==> config.mk <==
export PLATFORM = sky130hd
export DESIGN_NAME = pkt_check
export DESIGN_NICKNAME = d
export VERILOG_FILES = /design/src/rtl/pkt_chk_pkg.sv /design/src/rtl/pkt_chk_satcnt.sv /design/src/rtl/pkt_check.sv
export SDC_FILE = /design/constraint.sdc
export NUM_CORES = 1
export LEC_CHECK = 0
export ABC_AREA = 1
export CORE_MARGIN = 2
export CORE_UTILIZATION = 56
export CTS_CLUSTER_DIAMETER = 100
export DETAILED_ROUTE_END_ITERATION = 8
export PLACE_DENSITY = 0.87
export SLEW_MARGIN = 10
export SYNTH_ARGS = -nofsm -noshare
export SYNTH_HDL_FRONTEND = slang
export SYNTH_SLANG_ARGS = --single-unit
==> constraint.sdc <==
create_clock -name sys_clk -period 4.33 [get_ports sys_clk]
set_clock_uncertainty 0.2 [all_clocks]
set_input_delay 0.433 -clock sys_clk [delete_from_list [all_inputs] [get_ports sys_clk]]
set_output_delay 0.433 -clock sys_clk [all_outputs]
set_load 0.01 [all_outputs]
==> src/rtl/pkt_chk_pkg.sv <==
// Shared types, error codes and beat-pattern helpers for the packet checker.
package pkt_chk_pkg;

    typedef enum logic [1:0] {
        IDLE   = 2'd0,
        IN_PKT = 2'd1,
        DROP   = 2'd2
    } pkt_state_e;

    localparam logic [3:0] ERR_NONE    = 4'd0;
    localparam logic [3:0] ERR_PATTERN = 4'd1;
    localparam logic [3:0] ERR_SEQ     = 4'd2;
    localparam logic [3:0] ERR_FRAMING = 4'd3;
    localparam logic [3:0] ERR_LENGTH  = 4'd4;

    // Beat k of a packet carries the packet sequence number in the upper word
    // and the beat index in the lower word.
    function automatic logic [63:0] beat_pattern(input logic [31:0] seq,
                                                 input logic [31:0] k);
        return {seq, k};
    endfunction

    // Bytes to compare on a beat: all eight, except on the last beat where only
    // the low nbytes count (nbytes of 0 means a full beat).
    function automatic logic [63:0] byte_mask(input logic [2:0] nbytes,
                                              input logic       last);
        logic [63:0] m;
        m = '0;
        for (int b = 0; b < 8; b++) begin
            if (!last || (nbytes == 3'd0) || (b < int'(nbytes))) begin
                m[b*8 +: 8] = 8'hFF;
            end
        end
        return m;
    endfunction

endpackage

==> src/rtl/pkt_chk_satcnt.sv <==
// 32-bit counter that adds 0..2 per cycle, sticks at all-ones, and clears synchronously.
module pkt_chk_satcnt (
    input  logic        clk,
    input  logic        rst_n,
    input  logic        clr,
    input  logic [1:0]  inc,
    output logic [31:0] count
);

    logic [31:0] cnt_q;
    logic [31:0] cnt_d;
    logic [32:0] sum;

    // Next count: clear wins, otherwise add and clamp on carry-out.
    always_comb begin
        sum = {1'b0, cnt_q} + {31'b0, inc};
        if (clr) begin
            cnt_d = '0;
        end else if (sum[32]) begin
            cnt_d = '1;
        end else begin
            cnt_d = sum[31:0];
        end
    end

    // Count register.
    always_ff @(posedge clk or negedge rst_n) begin
        if (!rst_n) begin
            cnt_q <= '0;
        end else begin
            cnt_q <= cnt_d;
        end
    end

    assign count = cnt_q;

endmodule

==> src/rtl/pkt_check.sv <==
// Receive-side packet checker: verifies framing, length, beat pattern and
// sequence numbering of a 64-bit beat stream, with saturating statistics,
// a lock indicator and a sticky first-error code.
module pkt_check
    import pkt_chk_pkg::*;
#(
    parameter int unsigned MAX_BEATS = 190,
    parameter int unsigned MIN_BEATS = 8,
    parameter int unsigned LOCK_CNT  = 16
) (
    input  logic        sys_clk,
    input  logic        rst_n,
    input  logic        i_link_up,
    input  logic        i_clr,
    input  logic [63:0] rx_data,
    input  logic        rx_data_en,
    input  logic        rx_data_sop,
    input  logic        rx_data_eop,
    input  logic [2:0]  rx_data_byte_vaild,
    output logic [31:0] o_good_pkts,
    output logic [31:0] o_bad_pkts,
    output logic [31:0] o_seq_errs,
    output logic        o_locked,
    output logic [3:0]  o_first_err
);

    localparam int unsigned CW = $clog2(MAX_BEATS + 1);
    localparam int unsigned LW = $clog2(LOCK_CNT + 1);

    pkt_state_e    state_q, state_d;
    logic [CW-1:0] beat_cnt_q, beat_cnt_d;
    logic [31:0]   rx_seq_q, rx_seq_d;
    logic [31:0]   exp_seq_q, exp_seq_d;
    logic          pat_err_q, pat_err_d;
    logic          seq_load_q, seq_load_d;
    logic [LW-1:0] lock_run_q, lock_run_d;
    logic          locked_q, locked_d;
    logic [3:0]    first_err_q, first_err_d;

    logic [CW-1:0] beat_k;
    logic [CW-1:0] beats_now;
    logic [31:0]   pkt_seq;
    logic          beat_mism;
    logic          pat_acc;

    logic          accept;
    logic          frame_err;
    logic          len_drop;
    logic          eval;
    logic          short_pkt;
    logic          seq_err;
    logic          pkt_bad;
    logic          pkt_good;
    logic          any_err;
    logic [3:0]    err_code;
    logic          good_inc;
    logic          seq_inc;
    logic [1:0]    bad_inc;

    // Per-beat datapath: beat index, packet seq, and pattern mismatch so far.
    always_comb begin
        beat_k    = rx_data_sop ? '0 : beat_cnt_q;
        beats_now = beat_k + CW'(1);
        pkt_seq   = rx_data_sop ? rx_data[63:32] : rx_seq_q;
        beat_mism = |((rx_data ^ beat_pattern(pkt_seq, 32'(beat_k)))
                      & byte_mask(rx_data_byte_vaild, rx_data_eop));
        pat_acc   = beat_mism | (pat_err_q & ~rx_data_sop);
    end

    // FSM next state, packet evaluation, lock tracking and first-error capture.
    always_comb begin
        state_d     = state_q;
        beat_cnt_d  = beat_cnt_q;
        rx_seq_d    = rx_seq_q;
        pat_err_d   = pat_err_q;
        exp_seq_d   = exp_seq_q;
        seq_load_d  = seq_load_q;
        lock_run_d  = lock_run_q;
        locked_d    = locked_q;
        first_err_d = first_err_q;
        accept      = 1'b0;
        frame_err   = 1'b0;
        len_drop    = 1'b0;
        eval        = 1'b0;

        if (!i_link_up) begin
            state_d    = IDLE;
            locked_d   = 1'b0;
            lock_run_d = '0;
            seq_load_d = 1'b1;
        end else if (rx_data_en) begin
            case (state_q)
                IDLE: begin
                    if (rx_data_sop) begin
                        accept = 1'b1;
                    end else begin
                        frame_err = 1'b1;
                    end
                end
                IN_PKT: begin
                    accept    = 1'b1;
                    frame_err = rx_data_sop;
                end
                DROP: begin
                    if (rx_data_eop) begin
                        state_d = IDLE;
                    end
                end
                default: state_d = IDLE;
            endcase

            if (accept) begin
                if (rx_data_eop) begin
                    eval    = 1'b1;
                    state_d = IDLE;
                end else if (beats_now == CW'(MAX_BEATS)) begin
                    len_drop = 1'b1;
                    state_d  = DROP;
                end else begin
                    state_d    = IN_PKT;
                    beat_cnt_d = beats_now;
                    pat_err_d  = pat_acc;
                    rx_seq_d   = pkt_seq;
                end
            end
        end

        short_pkt = eval & (32'(beats_now) < MIN_BEATS);
        seq_err   = eval & ~seq_load_q & (pkt_seq != exp_seq_q);
        pkt_bad   = eval & (pat_acc | seq_err | short_pkt);
        pkt_good  = eval & ~pkt_bad;
        any_err   = frame_err | len_drop | pkt_bad;

        if (eval) begin
            exp_seq_d  = pkt_seq + 32'd1;
            seq_load_d = 1'b0;
        end

        if (any_err) begin
            lock_run_d = '0;
            locked_d   = 1'b0;
        end else if (pkt_good) begin
            if (lock_run_q < LW'(LOCK_CNT)) begin
                lock_run_d = lock_run_q + LW'(1);
            end
            if ((32'(lock_run_q) + 32'd1) >= LOCK_CNT) begin
                locked_d = 1'b1;
            end
        end

        if (eval & pat_acc) begin
            err_code = ERR_PATTERN;
        end else if (seq_err) begin
            err_code = ERR_SEQ;
        end else if (frame_err) begin
            err_code = ERR_FRAMING;
        end else if (len_drop | short_pkt) begin
            err_code = ERR_LENGTH;
        end else begin
            err_code = ERR_NONE;
        end
        if (first_err_q == ERR_NONE) begin
            first_err_d = err_code;
        end

        good_inc = pkt_good;
        seq_inc  = seq_err;
        bad_inc  = {1'b0, frame_err} + {1'b0, len_drop | pkt_bad};

        if (i_clr) begin
            state_d     = IDLE;
            lock_run_d  = '0;
            locked_d    = 1'b0;
            first_err_d = ERR_NONE;
            seq_load_d  = 1'b1;
        end
    end

    // State and tracking registers.
    always_ff @(posedge sys_clk or negedge rst_n) begin
        if (!rst_n) begin
            state_q     <= IDLE;
            beat_cnt_q  <= '0;
            rx_seq_q    <= '0;
            exp_seq_q   <= '0;
            pat_err_q   <= 1'b0;
            seq_load_q  <= 1'b1;
            lock_run_q  <= '0;
            locked_q    <= 1'b0;
            first_err_q <= ERR_NONE;
        end else begin
            state_q     <= state_d;
            beat_cnt_q  <= beat_cnt_d;
            rx_seq_q    <= rx_seq_d;
            exp_seq_q   <= exp_seq_d;
            pat_err_q   <= pat_err_d;
            seq_load_q  <= seq_load_d;
            lock_run_q  <= lock_run_d;
            locked_q    <= locked_d;
            first_err_q <= first_err_d;
        end
    end

    pkt_chk_satcnt u_good_cnt (
        .clk   (sys_clk),
        .rst_n (rst_n),
        .clr   (i_clr),
        .inc   ({1'b0, good_inc}),
        .count (o_good_pkts)
    );

    pkt_chk_satcnt u_bad_cnt (
        .clk   (sys_clk),
        .rst_n (rst_n),
        .clr   (i_clr),
        .inc   (bad_inc),
        .count (o_bad_pkts)
    );

    pkt_chk_satcnt u_seq_cnt (
        .clk   (sys_clk),
        .rst_n (rst_n),
        .clr   (i_clr),
        .inc   ({1'b0, seq_inc}),
        .count (o_seq_errs)
    );

    assign o_locked    = locked_q;
    assign o_first_err = first_err_q;

endmodule

==> results of run 1 <==
worst max-delay path: stages, from the launching register on:
cell and delay, ns:
dfrtp_1 0.39, nand2_1 0.08, inv_1 0.10, ha_1 0.19
nand3_1 0.15, o21ai_1 0.18, nand3_1 0.14, nor2_1 0.20
nand4_1 0.25, nand2_1 0.17, fa_1 0.22, ha_2 0.21
nand2_1 0.07, nor3_2 0.20, nand2_1 0.17, nor2_4 0.16
nand4_1 0.15, buf_4 0.18, nor3_1 0.31, a31oi_1 0.12
o21ai_0 0.10, inv_1 0.05
synthesized netlist by cell type, types with 2 or more instances:
cell type    n
inv_1      271
o21ai_1      5
a31oi_1      9
ha_1         9
nand4_1     30
nor3_2       4
a21oi_1     39
nand3b_1    11
o21ai_2      2
buf_6        8
nand3_1     92
nor2_2       6
o21bai_1    18
o22ai_1      4
buf_2       11
nor2_4       7
o211ai_1     3
a21oi_2      2
o21ai_0    171
buf_4        3
xor2_1      55
clkbuf_1    25
nor2_1     160
nand3_2      3
nor4_1      13
a21boi_0     2
nand2_1    536
dfrtp_1    180
inv_2        4
nor3_1      44
xnor2_1     25
nand2_2     14
or2_2        2
where the power goes:
part / switching, µW / internal [µW] / total, µW / leakage, µW
logic: 546 / 356 / 902 / 0.00467
registers: 106 / 1850 / 1950 / 0.00241
clock network: 843 / 803 / 1650 / 0.000306
flip-flops by register name, summed over array words and instances (netlist names):
name	cells
beat_cnt_q	8
exp_seq_q	32
lock_run_q	5
o_first_err	3
o_locked	1
pat_err_q	1
rx_seq_q	32
seq_load_q	1
state_q	2
u_bad_cnt.count	32
u_good_cnt.count	32
u_seq_cnt.count	32
metrics by stage:
step / std cells / hold slack [ns] / setup WS (ns)
after floorplan: 1780 / -0.06259 / 0.3712
after CTS: 2272 / 0.3022 / 0.09852
after detailed placement: 2239 / 0.2845 / -0.1179
after global routing: 2274 / 0.3262 / -0.02559
final: 2275 / 0.3002 / 0.2274
after global placement: 2239 / 0.2670 / 0.06498
placed cells by master (no fill, tap or decap), types with 11 or more instances in the layout:
cell / n
nand2_1: 536
nand4_1: 30
buf_4: 57
inv_1: 270
clkbuf_16: 18
nor3_1: 42
nand3_1: 91
nor2_1: 157
dfrtp_1: 180
nor4_1: 13
xnor2_1: 25
xor2_1: 55
nand3b_1: 11
a21oi_1: 38
nand2_2: 14
o21bai_1: 18
clkdlybuf4s50_1: 170
o21ai_0: 170
cell type report:
class                           count  area [µm²]  area share [%]
Antenna cell                        1       2.502         0.01662
Tap cell                          275       344.1           2.286
Inverter                          275        1035           6.874
Sequential cell                   181        4531           30.10
Multi-Input combinational cell   1276        6261           41.59
Clock inverter                     15       216.5           1.438
Clock buffer                       17       425.4           2.826
Timing Repair Buffer              235        2238           14.87
worst max path at each step:
stage | startpoint | end | slack [ns] | cells after the start
after floorplan | rx_data_sop | u_bad_cnt.count[13]$_DFF_PN0_ | 0.37 | 27
after global placement | rx_data[45] | u_good_cnt.count[27]$_DFF_PN0_ | 0.06 | 24
after detailed placement | rx_data[45] | u_bad_cnt.count[12]$_DFF_PN0_ | -0.12 | 27
after CTS | beat_cnt_q[1]$_DFFE_PN0P_ | u_bad_cnt.count[15]$_DFF_PN0_ | 0.1 | 25
after global routing | beat_cnt_q[1]$_DFFE_PN0P_ | u_bad_cnt.count[25]$_DFF_PN0_ | -0.03 | 25
final | beat_cnt_q[0]$_DFFE_PN0P_ | u_bad_cnt.count[28]$_DFF_PN0_ | 0.23 | 21
per-layer routing:
layer | global-route usage (%) | share of wire (%)
met3 | 6.788 | 9.0
met4 | 11.07 | 2.9
met2 | 50.16 | 46
met1 | 40.49 | 42
met5 | 0 | 0
repair_timing:
| item | CTS | global route |
|---|---|---|
| hold endpoints to repair | 107 | 0 |
| gates resized for setup | 0 | 17 |
| buffers inserted | 0 | 1 |
| hold buffers | 1 | 0 |
| endpoints found under the setup margin | 0 | 49 |
cell families (layout without fill, tap and decap cells):
family	after synthesis	in the layout
compound gates	259	259
xor+xnor	80	80
fa+ha+maj	10	10
buf+inv	323	542
flops	181	181
other cells	1	2
simple gates	926	926
==> impl_metrics.env, run 1 <==
export IMPL_status="complete, no violations"
export IMPL_layout_drive_gt1_share_pct=7.604
export IMPL_synth_edff_count=0
export IMPL_total_power_uw=4499
export IMPL_r2r_end="u_bad_cnt.count[28]$_DFF_PN0_"
export IMPL_cts_tree="yes"
export IMPL_cap_violations=0
export IMPL_min_to="rx_seq_q[31]$_DFFE_PN0P_"
export IMPL_via_count=12500
export IMPL_wl_um=34910
export IMPL_setup_viol=0
export IMPL_synthXorXnorAreaFrac_pct=5.821
export IMPL_overflow=0
export IMPL_cp_required_ns=4.48
export IMPL_relSlewSlack_pct=37.44
export IMPL_viasPerCell=5.495
export IMPL_final_setup_tns_ns=0
export IMPL_portBuffers=173
export IMPL_vdd_drop_max_uv=226.7
export IMPL_ys_types=45
export IMPL_yosys_area_share_simple_pct=33.02
export IMPL_worstSkewPairLatency_ns=0.45
export IMPL_crit_fanout=4
export IMPL_syn_area_um2=12040
export IMPL_track_usage_pct=30.78
export IMPL_tightest_slew_ns=0.9383
export IMPL_yosysTopAreaCellShare_pct=37.42
export IMPL_syn_inst=1780
export IMPL_clockBufferDepth=2
export IMPL_htree_levels=4
export IMPL_p_per_area_nw_per_um2=298.9
export IMPL_initial_core_util_pct=57.08
export IMPL_rr_worst_depth=21
export IMPL_finalInstanceArea_um2=15050
export IMPL_ant_nets=0
export IMPL_die_y_um=150.6
export IMPL_synth_fp_nets=1864
export IMPL_synth_area_leaders="dfrtp_1 37%, nand2_1 17%, inv_1 8.5%, o21ai_0 7.1%, nor2_1 5.0%"
export IMPL_dpl_hpwl_um=24550
export IMPL_ys_warn_count=0
export IMPL_worstHoldPathCells=2
export IMPL_synth_compound_area_share_pct=11.61
export IMPL_cts_root_buffer="clkbuf_16"
export IMPL_fmaxAchievable_mhz=243.7
export IMPL_post_dp_cell_area_um2=14300
export IMPL_ys_ff_latch=181
export IMPL_fin_crit_ns=4.103
export IMPL_hold_viol_final=0
export IMPL_critPathCaptureType="flop"
export IMPL_die_x_um=150.6
export IMPL_area_growth_syn_to_layout_pct=25.05
export IMPL_crit_path_start_kind="flop"
export IMPL_drtPass1Iterations=6
export IMPL_yosysTopAreaCell="dfrtp_1"
export IMPL_reg2reg_from="beat_cnt_q[0]$_DFFE_PN0P_"
export IMPL_power_leakage_uw=0.007387
export IMPL_cts_sinks=181
export IMPL_final_util_pct=71.38
export IMPL_drv_slew=0
export IMPL_synthArstFlopShare_pct=100.0
export IMPL_ys_seq_area_share_pct=37.64
export IMPL_antenna_found_initial=0
export IMPL_hold_start="rx_seq_q[31]$_DFFE_PN0P_"
export IMPL_ys_flop_type="dfrtp_1"
export IMPL_grt_first_pass_wirelength_um=56330
export IMPL_synth_top_family_by_area="simple AND/OR/NAND/NOR gates"
export IMPL_path_class="flop to flop"
export IMPL_synthAdderAreaFrac_pct=1.102
export IMPL_io_pins=175
export IMPL_drc=0
export IMPL_grt_start_max_net_pins=112
export IMPL_fin_crit_sh_pct=94.75
export IMPL_critPathArrivalTime_ns=4.25
export IMPL_fill_cells=1658
export IMPL_cts_clk_slew_worst_paths_ns=0.09
export IMPL_avgSynthCellArea_um2=6.763
export IMPL_gp_congestion=0.9581
export IMPL_cts_made_buffers=17
export IMPL_drtIter0Drc=953
export IMPL_nets=2070
export IMPL_routedWlPerCell_um=15.35
export IMPL_grt_pass1_vias=12030
export IMPL_rows=53
export IMPL_core_um2=21090
export IMPL_reg2reg_setup_slack_ns=0.23
export IMPL_hp_class="flop to flop"
export IMPL_die_area_um2=22680
export IMPL_synth_mux_area_share_pct=0
No activity file was read; power rests on OpenSTA's default activity.
==> run 2: changes to the inputs <==
- MAX_ROUTING_LAYER: default -> met4
- TNS_END_PERCENT: default -> 1
==> impl_metrics.env, run 2 (same netlist as run 1, synthesis figures left out) <==
export IMPL_viasPerCell=5.428
export IMPL_core_um2=21090
export IMPL_initial_core_util_pct=57.08
export IMPL_tightest_slew_ns=0.9395
export IMPL_stdcell_count=2280
export IMPL_worstSkewPairLatency_ns=0.45
export IMPL_via_count=12380
export IMPL_rows=53
export IMPL_hold_slack_ns=0.2949
export IMPL_switching_share_pct=32.88
export IMPL_critPathArrivalTime_ns=4.20
export IMPL_cap_violations=0
export IMPL_critPathCaptureType="flop"
export IMPL_p_per_area_nw_per_um2=297.0
export IMPL_routedWlPerCell_um=14.96
export IMPL_layout_drive_gt1_share_pct=7.834
export IMPL_drtIter0Drc=943
export IMPL_cts_tree="yes"
export IMPL_wl_um=34100
export IMPL_setup_slack_ns=0.3101
export IMPL_relSlewSlack_pct=37.37
export IMPL_fin_crit_ns=4.020
export IMPL_grt_start_max_net_pins=112
export IMPL_die_y_um=150.6
export IMPL_vdd_drop_max_uv=264.7
export IMPL_fill_cells=1639
export IMPL_setup_viol=0
export IMPL_final_setup_tns_ns=0
export IMPL_final_cell_mix="534 x nand2_1, 271 x inv_1, 180 x dfrtp_1"
export IMPL_drv_slew=0
export IMPL_final_common_cell="nand2_1"
export IMPL_internal_power_uw=3001
export IMPL_grt_pass1_vias=11980
export IMPL_cts_made_buffers=17
export IMPL_drc=0
export IMPL_post_dp_cell_area_um2=14340
export IMPL_htree_levels=4
export IMPL_power_leakage_uw=0.007398
export IMPL_io_pins=175
export IMPL_regArea_um2=4531
export IMPL_crit_path_start_kind="input pin"
export IMPL_fmaxAchievable_mhz=248.8
export IMPL_nets=2075
export IMPL_rsz0062_at_grt="true"
export IMPL_status="complete, no violations"
export IMPL_ant_nets=0
export IMPL_die_x_um=150.6
export IMPL_post_place_cells=2244
export IMPL_gp_congestion=0.9659
export IMPL_clockBufferDepth=2
export IMPL_grt_first_pass_wirelength_um=56290
export IMPL_pwr_share_seq_pct=43.7
export IMPL_dpl_worst_slack_ns=-0.1374
export IMPL_crit_fanout=6
export IMPL_portBuffers=173
export IMPL_cts_clk_slew_worst_paths_ns=0.07
export IMPL_cts_root_buffer="clkbuf_16"
export IMPL_pwr_share_clk_pct=36.2
export IMPL_finalInstanceArea_um2=15050
export IMPL_drtPass1Iterations=7
export IMPL_die_area_um2=22680
export IMPL_fin_crit_sh_pct=92.84
export IMPL_track_usage_pct=31.58
export IMPL_antenna_found_initial=0
export IMPL_combPwrFrac_pct=20.2
export IMPL_multi_input_area_um2=6261
export IMPL_cp_required_ns=4.51
export IMPL_p_sw_uw=1470
export IMPL_cts_sinks=181
export IMPL_path_class="input pin to flop"
export IMPL_overflow=0
export IMPL_dpl_hpwl_um=24750
export IMPL_hold_viol_final=0
export IMPL_area_growth_syn_to_layout_pct=25.04
export IMPL_hp_class="flop to flop"
run 2: cell count changes in the layout (fill, tap and decap cells not counted), sizes merged:
cell	delta
clkbuf	-1
clkinv	-1
buf	+6
inv	+1
run 2: power groups by stage:
stage	registers, µW	logic, µW	clock network, µW
2_1_floorplan	1960	568	0
3_3_place_gp	1970	849	0
3_5_place_dp	1980	881	0
4_1_cts	1950	893	1640
6_report	1950	902	1620
5_1_grt	1970	1030	1710
run 2: worst max-delay path, stage by stage:
cell and delay [ns]:
clkdlybuf4s50_1 0.47, nand2_1 0.13, nand2_2 0.09, inv_1 0.13, nand2_1 0.09, nand3_1 0.09
nor2_1 0.06, nand2_1 0.07, nor2_1 0.04, nand2_1 0.08, nand2_1 0.11, inv_1 0.15
ha_1 0.20, ha_1 0.23, nand2_1 0.09, nor3_2 0.19, nand2_1 0.12, nor2_1 0.20
nand2_1 0.18, inv_1 0.12, nand3_1 0.14, nor2_1 0.16, inv_1 0.16, o21ai_0 0.12
a21oi_1 0.06, or2_1 0.21, inv_1 0.05
run 2: area by class of cell:
class,instances,share of cell area (%)
clock buffer,17,2.826
tap,275,2.286
clock inverter,15,1.338
antenna,1,0.01663
sequential,181,30.10
multi-input combinational,1276,41.60
timing repair buffer,240,14.98
inverter,275,6.858
run 2: path summary, 6_finish.rpt:
kind	startpoint	endpoint	slack [ns]	cells after the start
setup / recovery	rx_data[45]	u_seq_cnt.count[30]$_DFF_PN0_	0.31	27
hold / removal	pat_err_q$_DFFE_PN0P_	pat_err_q$_DFFE_PN0P_	0.29	2
setup reg to reg	beat_cnt_q[1]$_DFFE_PN0P_	u_bad_cnt.count[15]$_DFF_PN0_	0.32	25
hold reg to reg	pat_err_q$_DFFE_PN0P_	pat_err_q$_DFFE_PN0P_	0.29	2
max in group asynchronous	rst_n	seq_load_q$_DFFE_PN1P_	2.49	3
min in group asynchronous	rst_n	rx_seq_q[22]$_DFFE_PN0P_	0.47	2
run 2: metal layers:
layer  vias to the layer above  part of all wire [%]  global-route usage, %
met5                         -                     0                      -
met4                         0                   2.5                  10.09
met3                        63                   8.7                  6.697
met2                       513                    46                  49.84
met1                      5758                    43                  40.89
li1                       6042                     -                      -
run 2: what timing repair did:
action,CTS,global route
hold endpoints to repair,108,0
gates resized for setup,0,16
hold buffers,1,0
setup endpoints to repair,0,37
setup buffers,0,2
run 2: through the flow:
step	util (%)	power, µW
2_1_floorplan	-	2524
3_3_place_gp	68.01	2821
3_5_place_dp	68.01	2861
4_1_cts	71.03	4479
5_1_grt	71.37	4709
6_report	71.38	4471
==> run 3: changes to the inputs <==
- CORE_MARGIN: 2 -> default
==> impl_metrics.env, run 3 (same netlist as run 1, synthesis figures left out) <==
export IMPL_status="complete, no violations"
export IMPL_post_dp_cell_area_um2=14310
export IMPL_cp_required_ns=4.51
export IMPL_final_util_pct=71.80
export IMPL_ant_nets=0
export IMPL_track_usage_pct=32.14
export IMPL_multi_input_area_um2=6254
export IMPL_viasPerCell=5.450
export IMPL_grt_first_pass_wirelength_um=55240
export IMPL_fill_cells=1616
export IMPL_reg2reg_setup_slack_ns=0.32
export IMPL_relSlewSlack_pct=39.83
export IMPL_tightest_slew_ns=0.9026
export IMPL_cts_made_buffers=17
export IMPL_critical_path_startpoint="rx_data_sop"
export IMPL_rows=53
export IMPL_crit_path_start_kind="input pin"
export IMPL_hold_start="rx_seq_q[31]$_DFFE_PN0P_"
export IMPL_cts_root_buffer="clkbuf_16"
export IMPL_crit_fanout=23
export IMPL_rr_worst_depth=27
export IMPL_antenna_found_initial=1
export IMPL_crit_path_frequent_cell="nand2_1"
export IMPL_wl_um=34180
export IMPL_io_pins=175
export IMPL_crit_slowest_cell="nor2_2"
export IMPL_die_y_um=148.6
export IMPL_grt_start_max_net_pins=95
export IMPL_gp_congestion=0.9607
export IMPL_die_area_um2=22090
export IMPL_cts_tree="yes"
export IMPL_overflow=0
export IMPL_drc=0
export IMPL_regArea_um2=4531
export IMPL_worstSkewPairLatency_ns=0.45
export IMPL_critPathArrivalTime_ns=4.30
export IMPL_area_growth_syn_to_layout_pct=25.38
export IMPL_cts_clk_slew_worst_paths_ns=0.08
export IMPL_final_common_cell="nand2_1"
export IMPL_htree_levels=4
export IMPL_fin_crit_sh_pct=94.97
export IMPL_critPathCaptureType="flop"
export IMPL_via_count=12410
export IMPL_drtPass1Iterations=8
export IMPL_vdd_drop_max_uv=234.5
export IMPL_initial_core_util_pct=57.26
export IMPL_drv_slew=0
export IMPL_cap_violations=0
export IMPL_cts_sinks=181
export IMPL_setup_slack_ns=0.2178
export IMPL_post_place_cells=2238
export IMPL_dpl_hpwl_um=24060
export IMPL_dpl_worst_slack_ns=-0.1481
export IMPL_final_cell_mix="534 x nand2_1, 270 x inv_1, 180 x dfrtp_1"
export IMPL_fmaxAchievable_mhz=243.2
export IMPL_finalInstanceArea_um2=15090
export IMPL_rsz0062_at_grt="true"
export IMPL_portBuffers=173
export IMPL_setup_viol=0
export IMPL_hp_class="flop to flop"
export IMPL_p_per_area_nw_per_um2=299.8
export IMPL_drtIter0Drc=944
export IMPL_hold_viol_final=0
export IMPL_nets=2071
export IMPL_path_class="input pin to flop"
export IMPL_core_um2=21020
export IMPL_power_leakage_uw=0.007411
export IMPL_final_setup_tns_ns=0
export IMPL_clockBufferDepth=2
export IMPL_reg2reg_from="rx_seq_q[20]$_DFFE_PN0P_"
export IMPL_slowest_delay_ns=0.23
export IMPL_fin_crit_ns=4.112
export IMPL_layout_drive_gt1_share_pct=7.650
export IMPL_grt_pass1_vias=11610
export IMPL_routedWlPerCell_um=15.02
export IMPL_stdcell_count=2276
export IMPL_worstHoldPathCells=2
export IMPL_die_x_um=148.6
[run 3: critical path: cells and delay by family]
kind                       cells  cell delay, ns
AOI/OAI and AO/OA              2            0.21
adders and majority gates      2            0.39
buffers and inverters          6            0.97
and+or+nand+nor               19            2.29
[run 3: worst paths after layout]
path / to
setup / recovery: u_good_cnt.count[22]$_DFF_PN0_
hold / removal: rx_seq_q[31]$_DFFE_PN0P_
setup reg to reg: u_good_cnt.count[22]$_DFF_PN0_
hold reg to reg: rx_seq_q[31]$_DFFE_PN0P_
max in group asynchronous: seq_load_q$_DFFE_PN1P_
min in group asynchronous: rx_seq_q[20]$_DFFE_PN0P_
[run 3: final cells by class]
| cell class | instances | share of cell area [%] |
|---|---|---|
| Tap cell | 275 | 2.280 |
| Sequential cell | 181 | 30.02 |
| Multi-Input combinational cell | 1276 | 41.43 |
| Inverter | 275 | 6.897 |
| Antenna cell | 1 | 0.01658 |
| Clock inverter | 15 | 1.442 |
| Timing Repair Buffer | 236 | 15.10 |
| Clock buffer | 17 | 2.819 |
[run 3: power by group]
group	internal, µW	switching [µW]
clock	852	821
combinational	352	546
sequential	1850	108
[run 3: metal layers]
layer	GRT usage, %	share of wire (%)	up-vias
met5	-	0	-
met3	6.411	8.8	75
met1	40.85	42	5729
li1	-	-	6042
met4	12.58	3.2	0
met2	50.37	46	559
[run 3: per-stage QoR]
stage | power (µW) | hold slack [ns]
floorplan | 2524 | -0.06259
global placement | 2814 | 0.2672
detailed placement | 2854 | 0.2772
CTS | 4521 | 0.2948
global route | 4752 | 0.3119
finish | 4525 | 0.2952
[run 3: what timing repair did]
action,in CTS,in global routing
resized for setup,0,19
setup endpoints to repair,0,52
endpoints found under the hold margin,91,0
buffers inserted,0,3
hold buffers,1,0
